<file path="config.mk">
export PLATFORM = sky130hd
export DESIGN_NAME = fetch_ctrl
export DESIGN_NICKNAME = d
export VERILOG_FILES = /design/src/rtl/fetch_ctrl.sv
export SDC_FILE = /design/constraint.sdc
export NUM_CORES = 1
export LEC_CHECK = 0
export ABC_CLOCK_PERIOD_IN_PS = 7600
export BUFFER_PORTS_ARGS = -buffer_cell sky130_fd_sc_hd__buf_2
export CAP_MARGIN = 20
export CORE_ASPECT_RATIO = 2
export CORE_UTILIZATION = 45
export DETAILED_ROUTE_END_ITERATION = 12
export HOLD_SLACK_MARGIN = 0.06
export PLACE_DENSITY = 0.76
export SKIP_CTS_REPAIR_TIMING = 1
export SLEW_MARGIN = 20
export SYNTH_ARGS = -nofsm -noshare
export SYNTH_HDL_FRONTEND = slang
export SYNTH_SLANG_ARGS = --single-unit
</file>
<file path="constraint.sdc">
create_clock -name i_clk -period 7.6 [get_ports i_clk]
set_input_delay 0 -clock i_clk [delete_from_list [all_inputs] [get_ports i_clk]]
set_output_delay 0 -clock i_clk [all_outputs]
set_load 0.02 [all_outputs]
</file>
<file path="src/rtl/fetch_ctrl.sv">
`default_nettype none
// ============================================================================
// Module   : fetch_ctrl
// Purpose  : Instruction-fetch sequencer. Owns the PC, captures {pc, inst}
//            into a prefetch FIFO and hands entries to decode via valid/ready.
// Options  : FETCH_MISALIGN_TRAP_EN - trap misaligned redirect targets.
// Revision : 1.0 - initial release
// ============================================================================
module fetch_ctrl #(
    parameter int              XLEN       = 32,
    parameter int              INST_WIDTH = 32,
    parameter logic [XLEN-1:0] RESET_VEC  = '0,
    parameter int              DEPTH      = 2
) (
    input  logic                  i_clk,
    input  logic                  i_rst_n,
    input  logic                  i_halt,
    input  logic                  i_redirect,
    input  logic [XLEN-1:0]       i_redirect_pc,
    output logic [XLEN-1:0]       o_imem_addr,
    input  logic [INST_WIDTH-1:0] i_imem_inst,
    output logic                  o_valid,
    input  logic                  i_ready,
    output logic [INST_WIDTH-1:0] o_inst,
    output logic [XLEN-1:0]       o_pc,
    output logic                  o_misaligned
);

    localparam int              C_PW    = $clog2(DEPTH);
    localparam int              C_CW    = C_PW + 1;
    localparam logic [C_CW-1:0] C_DEPTH = C_CW'(DEPTH);
    localparam logic [XLEN-1:0] C_STEP  = XLEN'(4);

    logic [XLEN-1:0]       pc_q, pc_d;
    logic [C_PW-1:0]       wr_ptr_q, wr_ptr_d;
    logic [C_PW-1:0]       rd_ptr_q, rd_ptr_d;
    logic [C_CW-1:0]       count_q, count_d;
    logic [XLEN-1:0]       fifo_pc_q   [DEPTH];
    logic [INST_WIDTH-1:0] fifo_inst_q [DEPTH];

    logic                  w_pop;
    logic                  w_push;
    logic                  w_stopped;
    logic [XLEN-1:0]       w_target;

`ifdef FETCH_MISALIGN_TRAP_EN
    logic stopped_q;
    logic misaligned_q;
    logic w_misalign;

    assign w_misalign   = |i_redirect_pc[1:0];
    assign w_target     = i_redirect_pc;
    assign w_stopped    = stopped_q;
    assign o_misaligned = misaligned_q;

    // Every redirect re-evaluates the trap: misaligned sets it, aligned clears it.
    always_ff @(posedge i_clk or negedge i_rst_n) begin
        if (!i_rst_n) begin
            stopped_q    <= 1'b0;
            misaligned_q <= 1'b0;
        end else if (i_redirect) begin
            stopped_q    <= w_misalign;
            misaligned_q <= w_misalign;
        end
    end
`else
    logic w_unused_low_bits;

    assign w_unused_low_bits = ^i_redirect_pc[1:0];
    assign w_target          = {i_redirect_pc[XLEN-1:2], 2'b00};
    assign w_stopped         = 1'b0;
    assign o_misaligned      = 1'b0;
`endif

    assign w_pop  = (count_q != '0) & i_ready & ~i_redirect;
    assign w_push = ~i_redirect & ~i_halt & ~w_stopped & ((count_q < C_DEPTH) | w_pop);

    always_comb begin
        pc_d     = pc_q;
        wr_ptr_d = wr_ptr_q;
        rd_ptr_d = rd_ptr_q;
        count_d  = count_q;
        if (i_redirect) begin
            // Flush realigns both pointers so the next push becomes the head.
            pc_d     = w_target;
            wr_ptr_d = '0;
            rd_ptr_d = '0;
            count_d  = '0;
        end else begin
            if (w_push) begin
                pc_d     = pc_q + C_STEP;
                wr_ptr_d = wr_ptr_q + C_PW'(1);
            end
            if (w_pop) begin
                rd_ptr_d = rd_ptr_q + C_PW'(1);
            end
            if (w_push && !w_pop) begin
                count_d = count_q + C_CW'(1);
            end else if (!w_push && w_pop) begin
                count_d = count_q - C_CW'(1);
            end
        end
    end

    always_ff @(posedge i_clk or negedge i_rst_n) begin
        if (!i_rst_n) begin
            pc_q     <= RESET_VEC;
            wr_ptr_q <= '0;
            rd_ptr_q <= '0;
            count_q  <= '0;
        end else begin
            pc_q     <= pc_d;
            wr_ptr_q <= wr_ptr_d;
            rd_ptr_q <= rd_ptr_d;
            count_q  <= count_d;
        end
    end

    // Storage needs no reset: entries are only visible while count is non-zero.
    always_ff @(posedge i_clk) begin
        if (w_push) begin
            fifo_pc_q[wr_ptr_q]   <= pc_q;
            fifo_inst_q[wr_ptr_q] <= i_imem_inst;
        end
    end

    assign o_imem_addr = pc_q;
    assign o_valid     = (count_q != '0);
    assign o_pc        = o_valid ? fifo_pc_q[rd_ptr_q]   : '0;
    assign o_inst      = o_valid ? fifo_inst_q[rd_ptr_q] : '0;

endmodule
`default_nettype wire

</file>
==> impl_metrics.yaml <==
setup_path:
  crit_path_cell_trace: "ha_1, nand3_1, nor4_1, nand3_1, xor2_1, o21ai_0"
  cp_common_cell: "nand3_1"
  cpMaxStageDelayCell: "nor4_1"
  cp_max_fo: 7
  crit_type: "reg -> reg"
  cp-start-kind: "flip-flop"
  cp-end-kind: "flip-flop"
  cp.arrival_ns: 2.48
  max_stage_delay_ns: 0.69
  worstPathRequired_ns: 7.86
die:
  ios: 167
  die_area_mm2: 0.01546
  start_util_pct: 46.33
  rows: 62
  die_y_um: 174.8
  core_mm2: 0.01451
  die_w_um: 88.42
synthesis:
  async_flop_share_pct: 21.52
  synthMostInstantiatedCell: "edfxtp_1"
  synth_top_cells_by_count: "edfxtp_1, nor2_1, mux2i_1"
  ys_seq_area_share_pct: 68.06
  yosysUniqueCellTypes: 37
  synth_edf_count: 124
  yosys_warnings: 0
  syn_inst: 489
  synth_top_cell_by_area: "edfxtp_1"
  syn-cell-area_mm2: 0.006721
  yosys.area.top_type_share_pct: 55.40
  syn_avg_cell_area_um2: 13.75
  yosys_register_bits: 158
  synthFlopType: "edfxtp_1"
  synth_area_leaders: "edfxtp_1, dfrtp_1, mux2i_1"
pwr:
  power.share.switching_pct: 25.97
  pwr-share-comb_pct: 12.4
  finalPower_mw: 2.096
  power_leakage_nw: 3.498
  peakVddDrop_mv: 0.1502
  switching_power_uw: 544.2
  pwr-share-seq_pct: 49.8
  power_density_mw_per_mm2: 235.6
  p_int_mw: 1.552
  clkPwrFrac_pct: 37.7
timing:
  hold_viol_final: 0
  rsz0062_at_grt: "no"
  tightestPinTransition_ns: 1.099
  fin_crit_ns: 2.223
  max_freq_ghz: 0.4498
  tns_ns: 0
  fin_skew_ns: 0.009967
  fin_crit_sh_pct: 29.25
  maxSlewViolCount: 0
  setup_violations: 0
  relSlewSlack_pct: 26.77
layout:
  final_util_pct: 61.33
  final_cells: 917
  layout-drive-gt1-share_pct: 29.66
  fin_nets: 782
  seq_area_mm2: 0.004578
  num-fill-cells: 1141
  n_antenna_cell: 0
  multiInputGateArea_mm2: 0.002027
  area_growth_pct: 32.37
drt:
  first_pass_iters: 4
  route.detailed.drc: 0
  wire_per_inst_um: 16.24
  vias: 4588
  routed_wl_mm: 14.90
  ant_nets: 0
  vias_per_cell: 5.003
  first_iter_violations: 255
worst_hold_path:
  min_path_type: "in -> reg"
cts:
  cts_buffer_depth: 2
  root_buffer: "clkbuf_16"
  cts_buffers: 17
  cts_tree: "done"
  path_clk_slew_ns: 0.07
  cts_max_level: 4
  cts.sinks: 158
  clock_latency_ns: 0.42
run_status:
  status: "finished, final reports clean"
placed_design:
  io_buffers: 159
  gp_congestion: 0.7975
  place_inst: 821
  dpl.hpwl_mm: 9.811
global_route:
  grt_max_degree: 66
  grt_pass1_wl_mm: 21.53
  antenna_found_initial: 0
  grt.total_usage_pct: 18.89
  grt_pass1_vias: 4256
  grt-ovfl-total: 0
flow_run:
  cap_violations: 0
[cells in the final DEF (no fill, tap or decap), types with 2 or more instances in the layout]
master,n
a21oi_1,2
and3_1,5
buf_2,159
buf_4,5
clkbuf_16,17
clkinv_1,2
clkinv_4,4
clkinvlp_4,4
conb_1,5
dfrtp_1,33
dlygate4sd3_1,64
edfxtp_1,124
inv_1,4
inv_6,4
mux2_2,2
mux2i_1,64
nand2_1,40
nand3_1,15
nand4_1,10
nor2_1,70
nor3_1,6
nor4_2,3
nor4_4,5
o21ai_0,24
o21ai_1,4
or2_2,3
xnor2_1,15
xor2_1,15
[registers in the layout, indices dropped and copies added (netlist names)]
name / flops
fifo_inst_q: 64
o_imem_addr: 30
rd_ptr_q: 1
fifo_pc_q: 60
wr_ptr_q: 1
count_q: 2
[layout make-up]
type,count,area share (%)
flip-flops and latches,158,51.46
multi-input cells,303,22.78
repair buffers,228,16.57
clock buffers,17,4.781
well taps,192,2.700
clock inverters,15,1.547
inverters,4,0.1688
[final timing paths]
check,from,to,slack [ns],cells past startpoint
worst min-delay path,i_halt,count_q[1]$_DFFE_PN0P_,0.12,4
worst min register to register,o_imem_addr[31]$_DFFE_PN0P_,fifo_pc_q[0][31]$_DFFE_PP_,0.53,0
max in group asynchronous,i_rst_n,rd_ptr_q$_DFFE_PN0P_,6.82,2
worst max-delay path,o_imem_addr[2]$_DFFE_PN0P_,o_imem_addr[16]$_DFFE_PN0P_,5.38,6
worst max register to register,o_imem_addr[2]$_DFFE_PN0P_,o_imem_addr[16]$_DFFE_PN0P_,5.38,6
min in group asynchronous,i_rst_n,o_imem_addr[25]$_DFFE_PN0P_,0.20,2
[worst max-delay path, delay by kind of cell (launching register included)]
kind            cells  cell delay (ns)
simple gates        3             1.07
flops               1             0.50
fa+ha+maj           1             0.22
xor+xnor            1             0.19
compound gates      1             0.09
[per-stage QoR]
stage / worst slack (ns) / hold WS [ns] / area (um2)
after floorplan: 1.514 / -0.2956 / 6736
after global placement: 5.490 / 0.1156 / 7694
after detailed placement: 5.437 / 0.1307 / 7694
after CTS: 5.252 / -0.3200 / 8257
after global routing: 5.205 / 0.1333 / 8897
final: 5.377 / 0.1179 / 8897
[cell families after synthesis]
group	count (synthesis)	share of synthesized area, %
multiplexers	66	9.866
flip-flops	158	68.06
AO/OA/AOI/OAI	33	2.550
XOR/XNOR	30	3.909
other	1	0.05579
adder cells (fa/ha/maj)	1	0.1861
buffers and inverters	32	2.271
AND/OR/NAND/NOR	168	13.11
[power by group through the flow]
stage                     combinational, mW  sequential, mW  clock (mW)
after floorplan                       0.144            1.06           0
after global placement                0.230            1.06           0
after detailed placement              0.236            1.06           0
after CTS                             0.236            1.04       0.808
after global routing                  0.283            1.05       0.844
final                                 0.261            1.04       0.791
[metal layers]
layer  vias to the layer above  part of all wire [%]  wire, um  track usage (%)
li1                       2205                     -         -                -
met1                      2215                    38      5613            20.26
met2                       143                    56      8361            34.29
met3                        25                   3.8       560            4.157
met4                         0                   2.4       360            8.333
met5                         -                     0         0                0
Note: power is estimated with default switching activity, not from simulation.
